==> src/rtl/semaforo_pkg.sv <==
// Shared definitions for the intersection phase scheduler.
package semaforo_pkg;

  // One-hot light encodings for a road signal head.
  localparam logic [2:0] VERDE_L    = 3'b001;
  localparam logic [2:0] AMARELO_L  = 3'b010;
  localparam logic [2:0] VERMELHO_L = 3'b100;

  // Scheduler phases; the encoding is exported on the fase debug port.
  typedef enum logic [2:0] {
    A_VERDE   = 3'd0,
    A_AMARELO = 3'd1,
    VERM      = 3'd2,
    B_VERDE   = 3'd3,
    B_AMARELO = 3'd4,
    PEDESTRE  = 3'd5
  } estado_t;

  // Which road held the green last.
  typedef enum logic {
    ULT_A = 1'b0,
    ULT_B = 1'b1
  } via_t;

  // Default phase durations in cycles.
  localparam logic [7:0] T_VERDE_DEF    = 8'd1;
  localparam logic [7:0] T_AMARELO_DEF  = 8'd15;
  localparam logic [7:0] T_VERMELHO_DEF = 8'd10;

  // Duration register select codes (3 is ignored).
  localparam logic [1:0] SEL_VERDE    = 2'd0;
  localparam logic [1:0] SEL_AMARELO  = 2'd1;
  localparam logic [1:0] SEL_VERMELHO = 2'd2;

endpackage

==> src/rtl/contador_fase.sv <==
// Loadable 8-bit down-counter timing one phase; a load of T yields T cycles.
module contador_fase #(
  parameter logic [7:0] RST_VAL = 8'd1
) (
  input  logic       clk,
  input  logic       rst,
  input  logic       load,
  input  logic [7:0] val,
  output logic       zero
);

  logic [7:0] cnt;

  // Load max(val,1)-1, otherwise count down and hold at zero.
  always_ff @(posedge clk or posedge rst) begin
    if (rst) begin
      cnt <= (RST_VAL == 8'd0) ? 8'd0 : RST_VAL - 8'd1;
    end else if (load) begin
      cnt <= (val == 8'd0) ? 8'd0 : val - 8'd1;
    end else if (cnt != '0) begin
      cnt <= cnt - 8'd1;
    end
  end

  assign zero = (cnt == '0);

endmodule

==> src/rtl/controle_cruzamento.sv <==
// Phase scheduler for a two-road intersection with a pedestrian crossing.
module controle_cruzamento
  import semaforo_pkg::*;
#(
  parameter logic [7:0] T_VERDE    = T_VERDE_DEF,
  parameter logic [7:0] T_AMARELO  = T_AMARELO_DEF,
  parameter logic [7:0] T_VERMELHO = T_VERMELHO_DEF
) (
  input  logic       clk,
  input  logic       rst,
  input  logic       bt,
  input  logic       sb,
  input  logic       cfg_we,
  input  logic [1:0] cfg_sel,
  input  logic [7:0] cfg_val,
  output logic [2:0] A,
  output logic [2:0] B,
  output logic       P,
  output logic [2:0] fase
);

  estado_t    estado, prox;
  via_t       ultimo;
  logic       req_b, req_p;
  logic [7:0] t_verde, t_amarelo, t_vermelho;
  logic [7:0] dur_prox;
  logic       zero;

  // Every phase ends (or A_VERDE reloads) exactly when the counter reaches
  // zero, so the counter reload strobe is simply its own zero flag.
  contador_fase #(
    .RST_VAL(T_VERDE)
  ) u_contador (
    .clk (clk),
    .rst (rst),
    .load(zero),
    .val (dur_prox),
    .zero(zero)
  );

  // State register.
  always_ff @(posedge clk or posedge rst) begin
    if (rst) estado <= A_VERDE;
    else     estado <= prox;
  end

  // Next-state decision taken on counter expiry.
  always_comb begin
    prox = estado;
    if (zero) begin
      case (estado)
        A_VERDE:   if (req_b || req_p) prox = A_AMARELO;
        A_AMARELO: prox = VERM;
        B_VERDE:   prox = B_AMARELO;
        B_AMARELO: prox = VERM;
        VERM: begin
          if (req_p)                          prox = PEDESTRE;
          else if (ultimo == ULT_A && req_b)  prox = B_VERDE;
          else                                prox = A_VERDE;
        end
        PEDESTRE: begin
          if (ultimo == ULT_A && req_b) prox = B_VERDE;
          else                          prox = A_VERDE;
        end
        default: prox = A_VERDE;
      endcase
    end
  end

  // Duration of the phase about to be entered (current register contents).
  always_comb begin
    dur_prox = t_verde;
    case (prox)
      A_AMARELO, B_AMARELO: dur_prox = t_amarelo;
      VERM:                 dur_prox = t_vermelho;
      default:              dur_prox = t_verde;
    endcase
  end

  // Request latches; the entering edge clears and wins over a same-edge press.
  always_ff @(posedge clk or posedge rst) begin
    if (rst) begin
      req_p <= 1'b0;
      req_b <= 1'b0;
    end else begin
      if (prox == PEDESTRE && estado != PEDESTRE) req_p <= 1'b0;
      else if (bt && estado != PEDESTRE)          req_p <= 1'b1;
      if (prox == B_VERDE && estado != B_VERDE)   req_b <= 1'b0;
      else if (sb && estado != B_VERDE)           req_b <= 1'b1;
    end
  end

  // Remember the road that received the green most recently.
  always_ff @(posedge clk or posedge rst) begin
    if (rst) begin
      ultimo <= ULT_A;
    end else if (zero) begin
      if (prox == A_VERDE)      ultimo <= ULT_A;
      else if (prox == B_VERDE) ultimo <= ULT_B;
    end
  end

  // Run-time duration registers.
  always_ff @(posedge clk or posedge rst) begin
    if (rst) begin
      t_verde    <= T_VERDE;
      t_amarelo  <= T_AMARELO;
      t_vermelho <= T_VERMELHO;
    end else if (cfg_we) begin
      case (cfg_sel)
        SEL_VERDE:    t_verde    <= cfg_val;
        SEL_AMARELO:  t_amarelo  <= cfg_val;
        SEL_VERMELHO: t_vermelho <= cfg_val;
        default: ;
      endcase
    end
  end

  // Moore light decode from the state register.
  always_comb begin
    A = VERMELHO_L;
    B = VERMELHO_L;
    P = 1'b0;
    case (estado)
      A_VERDE:   A = VERDE_L;
      A_AMARELO: A = AMARELO_L;
      B_VERDE:   B = VERDE_L;
      B_AMARELO: B = AMARELO_L;
      PEDESTRE:  P = 1'b1;
      default: ;
    endcase
  end

  assign fase = estado;

endmodule

==> config.mk <==
export PLATFORM = sky130hd
export DESIGN_NAME = controle_cruzamento
export DESIGN_NICKNAME = d
export VERILOG_FILES = /design/src/rtl/semaforo_pkg.sv /design/src/rtl/contador_fase.sv /design/src/rtl/controle_cruzamento.sv
export SDC_FILE = /design/constraint.sdc
export NUM_CORES = 1
export LEC_CHECK = 0
export CAP_MARGIN = 10
export CORE_ASPECT_RATIO = 1.4
export CORE_MARGIN = 3
export CORE_UTILIZATION = 39
export DETAILED_ROUTE_END_ITERATION = 16
export GPL_TIMING_DRIVEN = 0
export PLACE_DENSITY_LB_ADDON = 0.3
export SYNTH_ARGS = -nofsm -noshare
export SYNTH_HDL_FRONTEND = slang
export SYNTH_SLANG_ARGS = --single-unit
==> constraint.sdc <==
create_clock -name clk -period 4.3 [get_ports clk]
set_input_delay 0.645 -clock clk [delete_from_list [all_inputs] [get_ports clk]]
set_output_delay 0.645 -clock clk [all_outputs]
set_load 0.02 [all_outputs]
==> reports/metrics.yaml <==
status: "completed"
synth_top_cell_by_area: "dfrtp_1"
setup_violations: 0
nets: 242
wl_um: 4144
cts_setup_buffers: 0
cts_buffers: 5
clock_latency_ns: 0.29
synth_area_um2: 2115
first_pass_iters: 4
setup_tns_ns: 0
synth.top_cell.area_share: 0.3669
initial_utilization: 0.4068
max-cap-violations: 0
drv_slew: 0
place_congestion: 0.7976
area_delta_synth_final_pct: 19.94
crit_family: "compound AO/OA/AOI/OAI gates"
hold_violations: 0
antenna_found_initial: 0
period_needed_ns: 3.569
worstMarginPinSlew_ns: 0.7493
grt_pass1_wl_um: 7072
fp.coreArea_um2: 5197
rows: 31
wl_met2_um: 2262
clock_skew_ns: 0.003723
io_pins: 25
hp-class: "reg -> reg"
p_leak_nw: 0.9982
grt_use_total: 0.1457
multi_input_area_um2: 1082
power_density_nw_per_um2: 655.5
startpoint_type: "flop"
avgViaCountPerCell: 5.378
grt_pass1_vias: 1574
cts_tree: "yes"
synth_area_leaders: "dfrtp_1 (37%), mux2_2 (13%), dfstp_2 (8.7%), o22a_1 (3.3%), a31oi_1 (3.0%)"
final_util: 0.4880
diodes: 0
regArea_um2: 959.7
drcViolationCount: 0
clock_sinks: 38
synth.distinct_cells: 48
drtIter0Drc: 71
chipHeight_um: 93.13
clk_pin_slew_ns: 0.07
grt_max_degree: 39
cts-root-buf: "clkbuf_8"
top_layer_used: "met4"
ir_worst_vdd_mv: 0.3353
htree_levels: 2
rsz0062_at_grt: "no"
cts_buffer_depth: 2
io_buffer_count: 24
arrival_ns: 3.73
cp_cell_sequence: "inv_1 > ha_1 > nor4b_2 > and2_2 > mux2_2 > buf_4 > xnor2_2 > o21ai_0 > a222oi_1 > nand2_1 > o21ai_2 > o22ai_1"
yosysSeqAreaShare: 0.4538
routedWlPerCell_um: 14.24
crit_cells: 12
syn_avg_cell_area_um2: 11.01
slowest_delay_ns: 0.60
cp_max_fo: 10
critical_path_class: "reg -> reg"
syn_inst: 192
post-synth-top-count-cell: "dfrtp_1"
cts_hold_buf: 0
grt-ovfl-total: 0
reg2reg_setup_slack_ns: 0.73
ys.flop_type: "dfrtp_1"
dr_total_vias: 1565
r2r_cells: 12
yosysWarnings: 0
async_flop_share: 1.000
final_layout_size_suffix_gt1_frac: 0.2622
die_area_um2: 6354
cp_slowest_cell: "a222oi_1"
synth_fp_nets: 210
die_w_um: 68.23
wl_met3_um: 106
required_ns: 4.47
fmax_mhz: 280.2
synth-edff-count: 0
slew_headroom: 0.4998
min_path_cells: 1
yosys_register_bits: 38
cts-resized-gates: 0
crit_path_end_kind: "flop"
fin_crit_sh: 0.8299
synthTopCellsByCount: "dfrtp_1 (31), mux2_2 (25), a31oi_1 (10), nand2_1 (10), o21ai_0 (10)"
drt-met1-wl_um: 1702
ant_nets: 0
hpwlAfterDp_um: 3153
cp.buffers_inverters: 2
nFillCells: 481
report_power, final:
| part | internal [mW] | switching, mW |
|---|---|---|
| clock | 0.129 | 0.117 |
| sequential | 0.464 | 0.0731 |
| combinational | 0.395 | 0.485 |
| total | 0.988 | 0.675 |
worst register-to-register path: cells and delay by family (launching register included):
kind | cells | cell delay, ns
compound gates | 4 | 1.25
xor+xnor | 1 | 0.22
fa+ha+maj | 1 | 0.19
buf+inv | 2 | 0.24
flops | 1 | 0.39
mux | 1 | 0.35
simple gates | 3 | 0.80
through the flow:
| step | std cells | power (mW) | hold slack [ns] | worst slack [ns] | instance area, um^2 |
|---|---|---|---|---|---|
| after floorplan | 192 | 1.191 | 0.4683 | 1.257 | 2115 |
| after global placement | 282 | 1.416 | 0.4851 | 0.7994 | 2437 |
| after detailed placement | 283 | 1.426 | 0.4924 | 0.7438 | 2445 |
| after CTS | 291 | 1.676 | 0.5015 | 0.7261 | 2536 |
| after global routing | 291 | 1.799 | 0.5273 | 0.3731 | 2536 |
| final | 291 | 1.663 | 0.4978 | 0.7314 | 2536 |
per-layer routing:
| metal | vias up | GRT usage |
|---|---|---|
| met5 | - | 0 |
| met4 | 0 | 0.04975 |
| met3 | 7 | 0.03245 |
| met2 | 17 | 0.2510 |
| met1 | 748 | 0.1739 |
| li1 | 793 | - |
registers in the layout, summed over array words and instances (netlist names):
register,cells
req_b,1
u_contador.cnt,8
ultimo,1
req_p,1
fase,3
t_amarelo,8
t_verde,8
t_vermelho,8
cell type report:
class	count	area share
Multi-Input combinational cell	138	0.4267
Sequential cell	38	0.3784
Timing Repair Buffer	25	0.09768
Clock buffer	7	0.03404
Tap cell	66	0.03256
Inverter	10	0.01480
Buffer	6	0.01381
Clock inverter	1	0.001973
path summary, 6_finish.rpt:
check,start,to
worst max-delay path,u_contador.cnt[0],u_contador.cnt[3]
worst min register to register,u_contador.cnt[0],u_contador.cnt[0]
worst max register to register,u_contador.cnt[0],u_contador.cnt[3]
max in group asynchronous,rst,ultimo
min in group asynchronous,rst,t_amarelo[7]
worst min-delay path,u_contador.cnt[0],u_contador.cnt[0]
layout by cell type (no fill, tap or decap), types with 3 or more instances in the layout:
cell type | synthesis | layout
buf_2 | 4 | 4
nor3b_1 | 3 | 3
xor2_1 | 3 | 3
o21ai_0 | 10 | 10
inv_1 | 8 | 7
nor2_1 | 5 | 5
buf_4 | 2 | 3
dfrtp_1 | 31 | 31
nor2b_1 | 4 | 4
ha_1 | 3 | 3
mux2_2 | 25 | 25
a21oi_1 | 5 | 5
a31oi_1 | 10 | 10
dfstp_2 | 7 | 7
o22a_1 | 8 | 8
clkbuf_8 | 0 | 6
nor3_1 | 6 | 6
xnor2_1 | 5 | 5
inv_2 | 2 | 3
nand3_1 | 3 | 3
nand2_1 | 10 | 10
o22ai_1 | 5 | 5
o21ai_1 | 4 | 4
clkdlybuf4s50_1 | 0 | 24
cells by family (layout without fill, tap and decap cells):
kind of cell / after synthesis / in the layout / share of synthesized area
compound gates: 56 / 56 / 0.1852
xor+xnor: 9 / 9 / 0.04083
fa+ha+maj: 3 / 3 / 0.01775
buf+inv: 16 / 49 / 0.03432
flops: 38 / 38 / 0.4538
mux: 27 / 27 / 0.1450
simple gates: 43 / 43 / 0.1231
Note: power is estimated with default switching activity, not from simulation.
